[src/rtl/tick_pkg.sv]
// Shared types and defaults for the multi-channel tick generator.
package tick_pkg;

    localparam int unsigned CNT_W_DEF = 27;

    typedef enum logic {
        ST_IDLE,
        ST_RUN
    } chan_state_t;

    typedef enum logic {
        MD_PERIODIC,
        MD_ONESHOT
    } mode_t;

endpackage

[src/rtl/tick_chan.sv]
// One tick channel: run/idle FSM, period counter, active and shadow period, tick register.
module tick_chan
    import tick_pkg::*;
#(
    parameter int unsigned CNT_W      = CNT_W_DEF,
    parameter int unsigned DEF_PERIOD = 7000000
) (
    input  logic             clk,
    input  logic             rst_n,
    input  logic             start_i,
    input  logic             stop_i,
    input  logic             mode_i,
    input  logic             we_i,
    input  logic [CNT_W-1:0] cfg_period_i,
    output logic             tick_o,
    output logic             busy_o
);

    chan_state_t      state_q, state_d;
    mode_t            mode_q, mode_d;
    logic [CNT_W-1:0] cnt_q, cnt_d;
    logic [CNT_W-1:0] per_q, per_d;
    logic [CNT_W-1:0] shd_q, shd_d;
    logic             tick_q, tick_d;

    always_ff @(posedge clk or negedge rst_n) begin
        if (!rst_n) begin
            state_q <= ST_IDLE;
            mode_q  <= MD_PERIODIC;
            cnt_q   <= '0;
            per_q   <= CNT_W'(DEF_PERIOD);
            shd_q   <= CNT_W'(DEF_PERIOD);
            tick_q  <= 1'b0;
        end else begin
            state_q <= state_d;
            mode_q  <= mode_d;
            cnt_q   <= cnt_d;
            per_q   <= per_d;
            shd_q   <= shd_d;
            tick_q  <= tick_d;
        end
    end

    // Stop beats start; start beats a wrap. A running period only adopts the shadow at its wrap.
    always_comb begin
        state_d = state_q;
        mode_d  = mode_q;
        cnt_d   = cnt_q;
        per_d   = per_q;
        tick_d  = 1'b0;
        shd_d   = we_i ? cfg_period_i : shd_q;

        if (state_q == ST_IDLE && we_i) begin
            per_d = cfg_period_i;
        end

        if (stop_i) begin
            state_d = ST_IDLE;
            cnt_d   = '0;
        end else if (start_i) begin
            state_d = ST_RUN;
            cnt_d   = '0;
            mode_d  = mode_i ? MD_ONESHOT : MD_PERIODIC;
        end else if (state_q == ST_RUN) begin
            if (cnt_q == per_q) begin
                cnt_d  = '0;
                tick_d = 1'b1;
                per_d  = shd_d;
                if (mode_q == MD_ONESHOT) begin
                    state_d = ST_IDLE;
                end
            end else begin
                cnt_d = cnt_q + CNT_W'(1);
            end
        end
    end

    assign tick_o = tick_q;
    assign busy_o = (state_q == ST_RUN);

endmodule

[src/rtl/tick_gen_mc.sv]
// Multi-channel programmable tick generator: NCH independent tick_chan instances
// with a shared period-write port decoded per channel.
module tick_gen_mc
    import tick_pkg::*;
#(
    parameter  int unsigned NCH        = 4,
    parameter  int unsigned CNT_W      = CNT_W_DEF,
    parameter  int unsigned DEF_PERIOD = 7000000,
    localparam int unsigned CH_W       = (NCH > 1) ? $clog2(NCH) : 1
) (
    input  logic             clk,
    input  logic             rst_n,
    input  logic [NCH-1:0]   start,
    input  logic [NCH-1:0]   stop,
    input  logic [NCH-1:0]   mode,
    input  logic             cfg_we,
    input  logic [CH_W-1:0]  cfg_ch,
    input  logic [CNT_W-1:0] cfg_period,
    output logic [NCH-1:0]   tick,
    output logic [NCH-1:0]   busy
);

    for (genvar i = 0; i < NCH; i++) begin : g_ch
        // An out-of-range cfg_ch matches no channel, so the write is dropped.
        logic ch_we;
        assign ch_we = cfg_we && (cfg_ch == CH_W'(i));

        tick_chan #(
            .CNT_W      (CNT_W),
            .DEF_PERIOD (DEF_PERIOD)
        ) u_chan (
            .clk          (clk),
            .rst_n        (rst_n),
            .start_i      (start[i]),
            .stop_i       (stop[i]),
            .mode_i       (mode[i]),
            .we_i         (ch_we),
            .cfg_period_i (cfg_period),
            .tick_o       (tick[i]),
            .busy_o       (busy[i])
        );
    end

endmodule

[config.mk]
export PLATFORM = sky130hd
export DESIGN_NAME = tick_gen_mc
export DESIGN_NICKNAME = d
export VERILOG_FILES = /design/src/rtl/tick_pkg.sv /design/src/rtl/tick_chan.sv /design/src/rtl/tick_gen_mc.sv
export SDC_FILE = /design/constraint.sdc
export NUM_CORES = 1
export LEC_CHECK = 0
export BUFFER_PORTS_ARGS = -buffer_cell sky130_fd_sc_hd__buf_2
export CELL_PAD_IN_SITES_DETAIL_PLACEMENT = 0
export CELL_PAD_IN_SITES_GLOBAL_PLACEMENT = 1
export CORE_AREA = 2 2 197 199
export DETAILED_ROUTE_END_ITERATION = 7
export DIE_AREA = 0 0 199 201
export PLACE_DENSITY_LB_ADDON = 0.1
export SYNTH_ARGS = -nofsm -noshare
export SYNTH_HDL_FRONTEND = slang
export SYNTH_SLANG_ARGS = --single-unit
[constraint.sdc]
create_clock -name clk -period 2.3 [get_ports clk]
set_clock_uncertainty 0.05 [all_clocks]
set_input_delay 0.345 -clock clk [delete_from_list [all_inputs] [get_ports clk]]
set_output_delay 0.345 -clock clk [all_outputs]
set_load 0.01 [all_outputs]
==> flow_summary.toml, run 1 <==
[pwr]
power.leakage_nw = 8.20
p_int_w = 0.0117
seqPwrFrac_pct = 47.8
p_per_area_nw_per_um2 = 790
vdd_drop_max_mv = 0.539
pwr-share-comb_pct = 14.1
p_sw_share_pct = 25.3
p_sw_w = 0.00396
clockPowerShare_pct = 38.1

[placed_design]
dpl.hpwl_um = 29100
dpl_cell_area_sq_um = 18500
portBuffers = 51
post-place-ws_ps = 81.9
post-place-cells = 2114
place_congestion = 0.838

[global_route]
grt_pass1_vias = 11869
grt_pass1_wl_um = 68800
grt_antenna_before_repair = 1
grt-ovfl-total = 0
grt_use_total_pct = 22.2
grt_max_degree = 78

[logic_synthesis]
ys.warnings.count = 0
synth_nets = 1579
synth-seq-area-share_pct = 50.4
avgSynthCellArea_sq_um = 11.0
netlist_instances = 1531
synthArstFlopShare_pct = 100
synthMuxAreaShare_pct = 18.1
synth_compound_area_share_pct = 8.83
synth_top_area_share_pct = 35.5
ys.flop_type = "dfrtp_1"
ys_ff_latch = 336
synth.cell_area_sq_um = 16900
ys_types = 64
synth_edf_count = 0
synth_area_leader_cell = "dfrtp_1"
synthXorXnorAreaFrac_pct = 6.32
synth_top_family_by_area = "multiplexers"
synth_fa_ha_area_share_pct = 0.296
synthTopCellsByArea = "dfrtp_1 36%, dfstp_2 15%, mux2_2 11%"
synthSimpleGateAreaFrac_pct = 13.3

[floorplan]
chipWidth_um = 199
coreArea_sq_um = 38100
die_area_sq_um = 40000
io_pins = 52
fp.dieH_um = 201
rows = 72
start_util_pct = 44.4

[cells_and_area]
layoutNonFillerInstCount = 2195
layout.area.seq_sq_um = 8530
fill_cells = 3381
diodes = 0
final_area_sq_um = 19800
multi_input_area_sq_um = 7990
mostFrequentLayoutCell = "dfrtp_1"
final_cell_mix = "236 x dfrtp_1, 160 x mux2_2, 113 x xnor2_1, 105 x nand2_1, 97 x nor2_1"
drive_above_1_share_pct = 29.9
area_delta_synth_final_pct = 17.2
fin_nets = 1695

[min_path]
hold_class = "primary input to flop"

[sta]
setup_viol = 0
tightestPinTransition_ps = 438
finalMaxSlewViolations = 0
hold_violations = 0
max_freq_ghz = 0.445
fin_ws_ps = 54.7
finalCriticalPeriod_ps = 2250
rsz0062_at_grt = "true"
fin_crit_sh_pct = 97.6
max_slew_margin_pct = 70.6

[critical_path]
slowest_stage = "dfstp_2"
critPathMaxStageDelay_ps = 560
critPathTopFamily = "simple AND/OR/NAND/NOR gates"
cp-start-kind = "flop"
end_kind = "flop"
arrival_ps = 2610
required_ps = 2670
crit_fanout = 28
cp_num_buf_inv = 1
crit_chain = "xnor2_1 > nand4_1 > nor4_4 > and2_4 > nand3_2 > buf_12 > mux2_1"
critPathKind = "flop to flop"

[clock_network]
clk_latency_ps = 540
htreeDepth = 2
cts_tree = "built"
cts-root-buf = "clkbuf_16"
numCtsBuffers = 39
clkTransAtPathRegs_ps = 60
clock-sinks = 336
ctsLongestPathBuffers = 3

[routing]
viasPerCell = 5.40
num_vias = 11848
drtPass1Iterations = 5
antenna_left = 0
drtIter0Drc = 593
drcViolationCount = 0
wire_per_inst_um = 19.5
drt-total-wl_um = 42700

[outcome]
outcome = "complete, no violations"

[job]
maxCapViolCount = 0
==> area by class of cell <==
cell class,count,area share [%]
clock buffer,62,5.98
clock inverter,9,0.227
multi-input combinational,1085,40.3
tap,518,3.27
inverter,22,0.417
sequential,336,43.1
timing repair buffer,163,6.72
==> Yosys cell counts (all sizes together) (7+ instances only) <==
cell and number:
a21o 18, a31oi 26, and3 16, clkbuf 54
a21oi 83, mux2 218, o311ai 19, or3 13
o21ai 38, xor2 7, a22o 11, and2 13
dfrtp 240, nor4 10, nor3 24, mux2i 60
nand3 90, buf 34, nor2 99, xnor2 115
o31ai 7, nand2 105, nand4 44, inv 22
dfstp 96
==> cells by family (layout without fill, tap and decap cells) <==
kind of cell    Yosys count  after routing
compound gates          234            234
xor+xnor                122            122
fa+ha+maj                 4              4
buf+inv                 110            256
flops                   336            336
mux                     278            278
simple gates            447            447
==> power groups by stage <==
stage / clock (W) / sequential [W] / combinational (W)
floorplan: 0 / 0.00737 / 0.00158
global placement: 0 / 0.00756 / 0.00216
detailed placement: 0 / 0.00759 / 0.00221
CTS: 0.00616 / 0.00750 / 0.00223
global route: 0.00642 / 0.00759 / 0.00245
finish: 0.00598 / 0.00749 / 0.00220
==> worst reg2reg max path: cells and delay by family (launching register included) <==
kind / cells / cell delay [ps]
flops: 1 / 560
xor+xnor: 1 / 160
simple gates: 4 / 810
mux: 1 / 340
buf+inv: 1 / 200
==> worst paths after layout <==
| kind | startpoint | end | slack [ps] | cells past startpoint |
|---|---|---|---|---|
| max | g_ch[2].u_chan.per_q[21]$_DFF_PN1_ | g_ch[2].u_chan.per_q[20]$_DFF_PN0_ | 50 | 7 |
| min | start[3] | g_ch[3].u_chan.busy_o$_DFF_PN0_ | 60 | 3 |
| max reg2reg | g_ch[2].u_chan.per_q[21]$_DFF_PN1_ | g_ch[2].u_chan.per_q[20]$_DFF_PN0_ | 50 | 7 |
| min reg2reg | g_ch[2].u_chan.mode_q$_DFFE_PN0P_ | g_ch[2].u_chan.busy_o$_DFF_PN0_ | 410 | 1 |
| max in group asynchronous | rst_n | g_ch[0].u_chan.shd_q[9]$_DFF_PN1_ | 1180 | 3 |
| min in group asynchronous | rst_n | g_ch[3].u_chan.busy_o$_DFF_PN0_ | 220 | 2 |
==> stage by stage <==
stage                     TNS (ps)  hold WS (ps)  total power, W  util (%)
after floorplan                  0        -0.591         0.00895         -
after global placement           0           210         0.00973      48.4
after detailed placement         0           212         0.00980      48.4
after CTS                        0          29.4          0.0159      51.9
after global routing          -168          78.7          0.0165      52.0
final                            0          57.3          0.0157      52.0
==> state kept, by name, indices dropped and copies added, names as in the netlist <==
signal              flops
g_ch.u_chan.per_q     108
g_ch.u_chan.tick_o      4
g_ch.u_chan.mode_q      4
g_ch.u_chan.shd_q     108
g_ch.u_chan.cnt_q     108
g_ch.u_chan.busy_o      4
==> routing by layer <==
metal / GRT usage (%) / up-vias / share of wire (%)
met5: 0 / - / 0
met4: 6.93 / 0 / 2.6
met3: 2.86 / 62 / 3.0
met2: 34.4 / 160 / 46
met1: 32.3 / 5888 / 49
li1: - / 5738 / -
==> repair_timing <==
item                                    CTS  global route
hold buffers                              9             0
gates resized for setup                   0            10
setup buffers                             0             1
endpoints found under the setup margin    0            35
endpoints found under the hold margin    82             0
Power figures use the tool's default switching activity.
==> inputs of run 2 (changes only) <==
--- a/config.mk
+++ b/config.mk
@@ -8,10 +8,11 @@
 export BUFFER_PORTS_ARGS = -buffer_cell sky130_fd_sc_hd__buf_2
 export CELL_PAD_IN_SITES_DETAIL_PLACEMENT = 0
 export CELL_PAD_IN_SITES_GLOBAL_PLACEMENT = 1
-export CORE_AREA = 2 2 197 199
+export CORE_AREA = 5 5 284 147
 export DETAILED_ROUTE_END_ITERATION = 7
-export DIE_AREA = 0 0 199 201
+export DIE_AREA = 0 0 289 152
 export PLACE_DENSITY_LB_ADDON = 0.1
 export SYNTH_ARGS = -nofsm -noshare
 export SYNTH_HDL_FRONTEND = slang
+export SYNTH_HIERARCHICAL = 1
 export SYNTH_SLANG_ARGS = --single-unit
==> flow_summary.toml, run 2 <==
[job]
maxCapViolCount = 0

[routing]
num_vias = 12252
drtPass1Iterations = 5
highest_layer = "met4"
drt-total-wl_um = 45600
wl_met3_um = 2110
antenna_left = 0
drcViolationCount = 0
viasPerCell = 5.51
wl_met2_um = 18400
drtIter0Drc = 937
wire_per_inst_um = 20.5
wl_met1_um = 24500

[global_route]
grt_max_degree = 59
grt_antenna_before_repair = 1
grt-ovfl-total = 0
grt_pass1_vias = 11960
grt_use_total_pct = 20.6
grt_pass1_wl_um = 72000

[cells_and_area]
layout.area.seq_sq_um = 8530
layoutNonFillerInstCount = 2223
fin_nets = 1705
final_cell_mix = "239 x dfrtp_1, 180 x mux2_2, 138 x nand2_1, 111 x buf_4, 99 x xnor2_1"
reg.largest.list = "g_ch.u_chan/cnt_q: 108 flops, g_ch.u_chan/per_q: 108 flops, g_ch.u_chan/shd_q: 108 flops"
fill_cells = 3560
drive_above_1_share_pct = 36.0
multi_input_area_sq_um = 8510
mostFrequentLayoutCell = "dfrtp_1"
area_delta_synth_final_pct = 18.1

[critical_path]
critPathKind = "flop to flop"
arrival_ps = 2630
cp-start-kind = "flop"
end_kind = "flop"
crit_fanout = 13
required_ps = 2700

[sta]
max_freq_ghz = 0.450
fin_ws_ps = 79.1
hold_violations = 0
tightestPinTransition_ps = 456
max_slew_margin_pct = 69.6
finalMaxSlewViolations = 0
finalCriticalPeriod_ps = 2220
fin_crit_sh_pct = 96.6
setup_viol = 0
rsz0062_at_grt = "true"

[logic_synthesis]
netlist_instances = 1518
ys_ff_latch = 336
synthTopCellsByArea = "dfrtp_1 35%, dfstp_2 15%, mux2_2 12%"
yosys-top-cells-count = "240 x dfrtp_1, 180 x mux2_2, 138 x nand2_1"
synth-seq-area-share_pct = 49.2
avgSynthCellArea_sq_um = 11.4
ys_types = 48
synth.cell_area_sq_um = 17300
ys.flop_type = "dfrtp_1"
synth_top_area_share_pct = 34.7
synthArstFlopShare_pct = 100
ys.warnings.count = 6
synth_nets = 1566
synth_area_leader_cell = "dfrtp_1"
synth_edf_count = 0
yosysMostFrequentCell = "dfrtp_1"

[floorplan]
start_util_pct = 43.9
rows = 52
io_pins = 52
fp.dieH_um = 152
die_area_sq_um = 43900
chipWidth_um = 289
coreArea_sq_um = 39400

[clock_network]
cts_tree = "built"
numCtsBuffers = 31
clkTransAtPathRegs_ps = 70
clock-sinks = 336
clk_latency_ps = 580
htreeDepth = 1
cts-root-buf = "clkbuf_16"
ctsLongestPathBuffers = 3

[placed_design]
post-place-ws_ps = -33.2
dpl.hpwl_um = 32300
portBuffers = 51
post-place-cells = 2145
place_congestion = 0.823

[min_path]
hold_class = "primary input to flop"

[pwr]
pwr-share-comb_pct = 17.3
seqPwrFrac_pct = 47.9
p_sw_w = 0.00399
p_int_w = 0.0116
vdd_drop_max_mv = 0.597
power.leakage_nw = 8.84
clockPowerShare_pct = 34.8
p_per_area_nw_per_um2 = 761
p_sw_share_pct = 25.6

[outcome]
outcome = "complete, no violations"
-- run 2: power groups by stage --
stage | sequential [W] | combinational (W) | clock (W)
floorplan | 0.00738 | 0.00191 | 0
global placement | 0.00753 | 0.00259 | 0
detailed placement | 0.00757 | 0.00265 | 0
CTS | 0.00747 | 0.00268 | 0.00558
global route | 0.00756 | 0.00296 | 0.00584
finish | 0.00746 | 0.00270 | 0.00542
-- run 2: routing by layer --
layer / vias to the layer above / GRT usage (%)
met3: 41 / 3.29
met4: 0 / 2.53
met2: 243 / 28.0
met1: 6194 / 34.9
li1: 5774 / -
met5: - / 0
-- run 2: metrics by stage --
stage          area (sq um)  setup TNS [ps]  hold WS [ps]  utilization (%)  total power (W)
2_1_floorplan         17300               0        -0.591                -          0.00929
5_1_grt               20500            -354          35.2             51.9           0.0164
6_report              20500               0          33.7             51.9           0.0156
4_1_cts               20300               0          3.12             51.4           0.0157
3_5_place_dp          19100            -221           225             48.3           0.0102
3_3_place_gp          19100            -305           229             48.3           0.0101
-- run 2: final timing paths --
check / start / to / slack (ps) / depth (start not counted)
max reg2reg: g_ch[1].u_chan/per_q[24]$_DFF_PN0_ / g_ch[1].u_chan/cnt_q[22]$_DFFE_PN0P_ / 80 / 7
max: g_ch[1].u_chan/per_q[24]$_DFF_PN0_ / g_ch[1].u_chan/cnt_q[22]$_DFFE_PN0P_ / 80 / 7
min in group asynchronous: rst_n / g_ch[2].u_chan/cnt_q[22]$_DFFE_PN0P_ / 220 / 2
min reg2reg: g_ch[2].u_chan/mode_q$_DFFE_PN0P_ / g_ch[2].u_chan/busy_o$_DFF_PN0_ / 410 / 1
max in group asynchronous: rst_n / g_ch[2].u_chan/shd_q[9]$_DFF_PN1_ / 1200 / 3
min: start[0] / g_ch[0].u_chan/busy_o$_DFF_PN0_ / 30 / 3
-- run 2: worst max-delay path, stage by stage, from the launching register on --
cell     delay (ps)
dfrtp_1         400
xnor2_1         360
nand4_1         210
nor4_4          370
a21oi_2         180
buf_4           220
a21o_1          160
a22o_1          170
-- run 2: area by class of cell --
type / count / area share (%)
Tap cell: 540 / 3.30
Clock inverter: 9 / 0.483
Sequential cell: 336 / 41.7
Clock buffer: 49 / 4.76
Antenna cell: 1 / 0.0122
Multi-Input combinational cell: 1084 / 41.6
Timing Repair Buffer: 196 / 8.03
Inverter: 8 / 0.147
-- run 2: kinds of logic (layout without fill, tap and decap cells) --
| kind of cell | after synthesis | after routing | synth area share [%] |
|---|---|---|---|
| compound gates | 286 | 286 | 11.3 |
| buf+inv | 98 | 262 | 2.63 |
| mux | 280 | 280 | 18.6 |
| fa+ha+maj | 4 | 4 | 0.289 |
| flops | 336 | 336 | 49.2 |
| xor+xnor | 108 | 108 | 5.46 |
| other cells | 0 | 1 | 0 |
| simple gates | 406 | 406 | 12.6 |
-- run 2: timing repair --
item	4_1_cts	5_1_grt
resized for setup	1	21
setup buffers	0	5
setup endpoints to repair	23	56
pin swaps	1	6
hold buffers	12	0
cloned	0	2
endpoints found under the hold margin	84	0
